`src/rtl/instr_issue_queue.sv`:
```
// instr_issue_queue: FIFO feeding mp_top; issues a NOP (32'd0) every cycle nothing is popped.
// Define INVALID_DROP_EN to discard entries whose opcode mp_top would not execute.
module instr_issue_queue #(
    parameter int DEPTH = 8,
    parameter int AW    = $clog2(DEPTH),
    parameter int CNT_W = 16
) (
    input  logic             clk,
    input  logic             rst,
    input  logic             in_valid,
    input  logic [31:0]      in_instr,
    output logic             in_ready,
    input  logic             issue_en,
    input  logic             flush,
    output logic [31:0]      issue_instr,
    output logic             issue_valid,
    output logic [AW:0]      level,
    output logic [CNT_W-1:0] issued_cnt,
    output logic [CNT_W-1:0] drop_cnt
);
    logic [31:0]   mem [DEPTH];
    logic [AW-1:0] rd_ptr, wr_ptr;
    logic [31:0]   head;
    logic          push, pop, issue;

    assign head     = mem[rd_ptr];
    assign in_ready = (level != (AW+1)'(DEPTH)) & ~flush;
    assign push     = in_valid & in_ready;
    assign pop      = issue_en & (level != '0) & ~flush;

`ifdef INVALID_DROP_EN
    // Bit n set when opcode n is executed by mp_top: {1..8, 11, 13, 15}
    localparam logic [63:0] VALID_OPS = 64'hA9FE;
    logic drop;
    assign issue = pop & VALID_OPS[head[5:0]];
    assign drop  = pop & ~VALID_OPS[head[5:0]];
    always_ff @(posedge clk or posedge rst)
        if (rst) drop_cnt <= '0;
        else if (drop && drop_cnt != '1) drop_cnt <= drop_cnt + CNT_W'(1);
`else
    assign issue    = pop;
    assign drop_cnt = '0;
`endif

    always_ff @(posedge clk or posedge rst) begin
        if (rst) begin
            rd_ptr      <= '0;
            wr_ptr      <= '0;
            level       <= '0;
            issue_instr <= 32'd0;
            issue_valid <= 1'b0;
            issued_cnt  <= '0;
        end else if (flush) begin
            rd_ptr      <= '0;
            wr_ptr      <= '0;
            level       <= '0;
            issue_instr <= 32'd0;
            issue_valid <= 1'b0;
        end else begin
            if (push) wr_ptr <= wr_ptr + AW'(1);
            if (pop) rd_ptr <= rd_ptr + AW'(1);
            level       <= level + (AW+1)'(push) - (AW+1)'(pop);
            issue_instr <= issue ? head : 32'd0;
            issue_valid <= issue;
            if (issue && issued_cnt != '1) issued_cnt <= issued_cnt + CNT_W'(1);
        end
    end

    always_ff @(posedge clk)
        if (push) mem[wr_ptr] <= in_instr;
endmodule

```
`config.mk`:
```
export PLATFORM = sky130hd
export DESIGN_NAME = instr_issue_queue
export DESIGN_NICKNAME = d
export VERILOG_FILES = /design/src/rtl/instr_issue_queue.sv
export SDC_FILE = /design/constraint.sdc
export NUM_CORES = 1
export LEC_CHECK = 0
export ABC_AREA = 1
export BUFFER_PORTS_ARGS = -buffer_cell sky130_fd_sc_hd__buf_2
export CAP_MARGIN = 10
export CELL_PAD_IN_SITES_DETAIL_PLACEMENT = 1
export CELL_PAD_IN_SITES_GLOBAL_PLACEMENT = 2
export CORE_ASPECT_RATIO = 1.2
export CORE_MARGIN = 2
export CORE_UTILIZATION = 43
export CTS_CLUSTER_SIZE = 20
export DETAILED_ROUTE_END_ITERATION = 10
export PLACE_DENSITY = 0.95
export REMOVE_ABC_BUFFERS = 1
export SKIP_CTS_REPAIR_TIMING = 1
export SLEW_MARGIN = 15
export SYNTH_ARGS = -nofsm -noshare
export SYNTH_HDL_FRONTEND = slang
export SYNTH_SLANG_ARGS = --single-unit
```
`constraint.sdc`:
```
create_clock -name clk -period 6.7 [get_ports clk]
set_input_delay 1.675 -clock clk [delete_from_list [all_inputs] [get_ports clk]]
set_output_delay 1.675 -clock clk [all_outputs]
set_load 0.005 [all_outputs]
```
# Word-level counts from Yosys, hierarchy flattened

Memory sizes are Yosys's and may differ from the RTL's.
Cells that the tools add are included.
Widths: inputs -> output; s select.

Bits in writable memories: 256
Memories kept: 1
Bits of input ports: 37
Logic and storage cells: 34
Register bits: 59

Memory list:

| name | depth | width | read ports | clocked after memory_dff | write ports | line | RTL |
|---|---|---|---|---|---|---|---|
| mem  | 8     | 32    | 1          | 0                        | 1           | 21   | `logic [31:0] mem [DEPTH];` |

Bitwise gates (word level): 5
Multiplexer cells: 10
Add/subtract/negate cells: 5
Reductions and logical operators: 5
Equal/unequal tests: 2

Operators with widths:

| kind                  | count |
|---|---|
| $mux 32               | 2 |
| $add 16x1->16 const B | 1 |
| $ne 16x16->1 const B  | 1 |
| $mux 3                | 4 |
| $add 3x1->3 const B   | 2 |
| $add 4x1->4           | 1 |
| $and 1x1->1           | 4 |
| $mux 4                | 1 |
| $ne 4x4->1 const B    | 1 |
| $reduce_bool 2->1     | 2 |
| $reduce_bool 4->1     | 1 |
| $sub 4x1->4           | 1 |
| $mux 1                | 3 |
| $reduce_and 2->1      | 1 |
| $logic_and 1x1->1     | 1 |
| $not 1->1             | 1 |

# Longest topological paths before layout

Word-level depth: 6
Gate-level depth with buffers: 13
Gate-level depth less buffers: 13

# Worst setup path before layout

No wires, ideal clock.

Path type: input to register
From: input flush
To: memory mem[7][0] (enable)
Setup time: 0.461 ns
Arrival time: 4.203 ns
Slack: 2.035 ns
Cell stages on the path: 3
Path through: inv_1 > nand3_1 > nor3_1

Longest elaborated chain between the ends: 5

Ends and longest elaborated chain:

| what                         | line | RTL |
|---|---|---|
| start: declaration           | 14   | `input logic flush,` |
| $not 1->1 (no source line)   | --   |  |
| $and 1x1->1                  | 27   | `assign in_ready = (level != (AW+1)'(DEPTH)) & ~flush;` |
| $and 1x1->1                  | 28   | `assign push = in_valid & in_ready;` |
| $mux 1                       | 70   | `if (push) mem[wr_ptr] <= in_instr;` |
| $mux 1 (implied by the code) | 70   |  |
| end: declaration             | 21   |  |

No other way between the ends.

# Final worst setup path

From: input flush
To: output in_ready

Longest elaborated chain between the ends: 2

Ends and longest elaborated chain:

| what                       | line | RTL |
|---|---|---|
| $not 1->1 (no source line) | --   |  |
| $and 1x1->1                | 27   |  |
| end: declaration           | 12   | `output logic in_ready,` |

No other way between the ends.

==> results by group <==
Run status
  • Status: finished, final reports clean

Detailed routing
  • WL per Instance: 19.4 microns
  • Routed Antenna Nets: 0
  • Final WL: 32200 microns
  • Drt first pass iters: 5
  • DR vias: 8599
  • Drt via density: 5.18
  • Iter 0 DRT Violations: 574
  • Post-route DRC: 0

Timing
  • Slew headroom: 0.225
  • RSZ-0062 raised after global routing: false
  • WHS: 569 ps
  • Slew Limit Fails: 0
  • Setup TNS: 0 ps
  • Max Clk Rate: 255 MHz
  • Tcrit/Tclk final: 0.586
  • Skew final: 28.9 ps
  • Fin crit period: 3930 ps
  • Setup violators final: 0
  • Fin. Hold Viols: 0
  • Least-Margin Pin Slew: 1160 ps

Global route
  • Gr usage total: 0.207
  • Vias in the first global route: 9604
  • Grt ovf: 0
  • Largest net degree at the start of global routing: 87
  • Initial antenna violation count: 4
  • Global-route wire length before repair: 51200 microns

Worst setup path
  • Worst Path Arrival: 2250 ps
  • R2R depth: 7
  • RR Endpoint: issue_instr[4]
  • Worst setup SP type: primary input
  • CP max stage delay: 260 ps
  • Max stage delay cell, worst path: a31oi_1
  • CP cell instances: buf_2 -> a31oi_1 -> buf_2
  • R2r startpoint: rd_ptr[0]
  • Crit path to: in_ready
  • Critical path's most frequent cell: buf_2
  • R2R setup slack: 3820 ps
  • Worst-path maximum fanout: 6
  • CP Capture Type: output port
  • Critical path origin: flush
  • CP required: 5030 ps
  • Crit Path Class: primary input to output port

Floorplanning
  • Io pins: 107
  • Die Y: 194 microns
  • Row count: 69
  • Die W: 162 microns
  • Core area: 0.0296 sq mm
  • Die footprint: 0.0314 sq mm
  • Initial core utilization: 0.436

CTS
  • Skew-Pair Late Insertion Delay: 570 ps
  • Clk buf depth: 3
  • Htree depth: 1
  • Root buffer cell: clkbuf_16
  • CTS sink cnt: 315
  • CTS tree: built
  • CTS buffer count: 30
  • Clock Pin Slew Worst Setup and Hold Paths: 60 ps

Power
  • Logic pwr share: 0.189
  • Total power: 5.16 mW
  • Power per cell area: 348 mW/mm^2
  • Clock network power share: 0.356
  • Peak supply drop: 0.000200 V
  • Power share of the sequential group: 0.455
  • Internal power: 3.64 mW
  • Switch share: 0.294
  • Sw Pwr: 1.52 mW
  • Leakage: 5.99 nW

Yosys
  • Synth Register Bits: 315
  • Synth unique cells: 29
  • Sequential fraction of the synthesis area: 0.709
  • Synth Warn #: 0
  • Synth area leaders: edfxtp_1 60%, dfrtp_1 11%, nand2_1 9.9%, nand3_1 2.9%, a21oi_1 2.6%
  • Post-Synthesis Cells: 1160
  • Synth area leader: edfxtp_1
  • Average size of a mapped cell: 11.1 sq um
  • Post-synth top area share: 0.595
  • Synthesized cell area: 0.0129 sq mm

Place
  • Global placer's final weighted congestion: 0.752
  • Port Buf Inserts: 90
  • Post-DP Area: 0.0137 sq mm
  • Dpl hpwl: 19000 microns
  • Post-Place Cells: 1598

Layout
  • Share of cells above drive strength 1: 0.138
  • Final std cells w/o fill: 1659
  • Most frequent cells in the layout: 339 x nand2_1, 256 x edfxtp_1, 90 x buf_2
  • Leading cell type in the layout, fill and taps excluded: nand2_1
  • Fin nets: 1289
  • Final instance area: 0.0148 sq mm
  • Area delta synth->final: 14.8%

Worst hold path
  • Min-Delay Path Class: flop to flop

Run
  • Max_cap viols: 0
-- synth_stat cells --
library cell    n
clkinv_1        1
xor2_1          1
clkbuf_1       16
nand2_2         1
nand4_1         4
nand3b_1        1
o21ai_2         1
nand3_1        76
nor3_1         36
ha_1            9
a21oi_1        68
inv_2           2
nor2_1         86
buf_2          32
conb_1          1
buf_8           1
a31oi_1         1
buf_6           1
buf_1           5
inv_1          90
o21ai_0        46
nor2_4          2
edfxtp_1      256
xnor2_1         7
nand2_1       339
dfrtp_1        59
nand3_2         1
fa_1            1
buf_4          16
-- sequential cells by signal, indices dropped and copies added (netlist names) --
name	count
issue_instr	32
issue_valid	1
issued_cnt	16
level	4
mem	256
rd_ptr	3
wr_ptr	3
-- through the flow --
step | worst slack [ps] | utilization
3_5_place_dp | 2700 | 0.462
2_1_floorplan | 1470 | -
4_1_cts | 2760 | 0.499
5_1_grt | 2740 | 0.501
6_report | 2770 | 0.501
3_3_place_gp | 2790 | 0.462
-- kinds of logic after synthesis --
| logic type | share of synthesized area |
|---|---|
| AND/OR/NAND/NOR | 0.172 |
| flip-flops | 0.709 |
| buffers and inverters | 0.0569 |
| AO/OA/AOI/OAI | 0.0453 |
| adder cells (fa/ha/maj) | 0.0103 |
| XOR/XNOR | 0.00542 |
| other | 0.000290 |
-- metal layers --
metal,vias up,GRT usage,share of wire
li1,4004,-,-
met1,4335,0.241,0.40
met2,199,0.384,0.53
met3,59,0.0308,0.040
met4,2,0.0708,0.025
met5,-,0,0.00050
-- worst min-delay path by stage --
stage	slack, ps	endpoint	from	cells past startpoint
4_1_cts	580	issued_cnt[1]	issued_cnt[1]	2
6_report	570	issued_cnt[1]	issued_cnt[1]	2
3_5_place_dp	560	issued_cnt[1]	issued_cnt[1]	2
3_3_place_gp	550	issued_cnt[7]	issued_cnt[7]	2
5_1_grt	630	issued_cnt[11]	issued_cnt[11]	2
2_1_floorplan	530	issued_cnt[15]	issued_cnt[15]	2
-- power by group through the flow --
stage / Combinational (mW) / Clock, mW / Sequential, mW
final: 0.976 / 1.84 / 2.35
after global routing: 1.10 / 1.95 / 2.36
after global placement: 0.909 / 0 / 2.38
after floorplan: 0.585 / 0 / 2.41
after CTS: 0.984 / 1.87 / 2.35
after detailed placement: 0.973 / 0 / 2.39
-- final cells by class --
cell class                 count  area, sq um
antenna                        3         7.51
multi-input combinational    696         3130
fill                        3166        14800
inverter                      93          352
timing repair buffer         106          611
sequential                   315         9170
tap                          390          488
clock inverter                21          275
clock buffer                  35          801
-- critical path, delay by kind of cell --
| family | cells | cell delay [ps] |
|---|---|---|
| AO/OA/AOI/OAI | 1 | 260 |
| buffers and inverters | 2 | 320 |
Power figures use the tool's default switching activity.
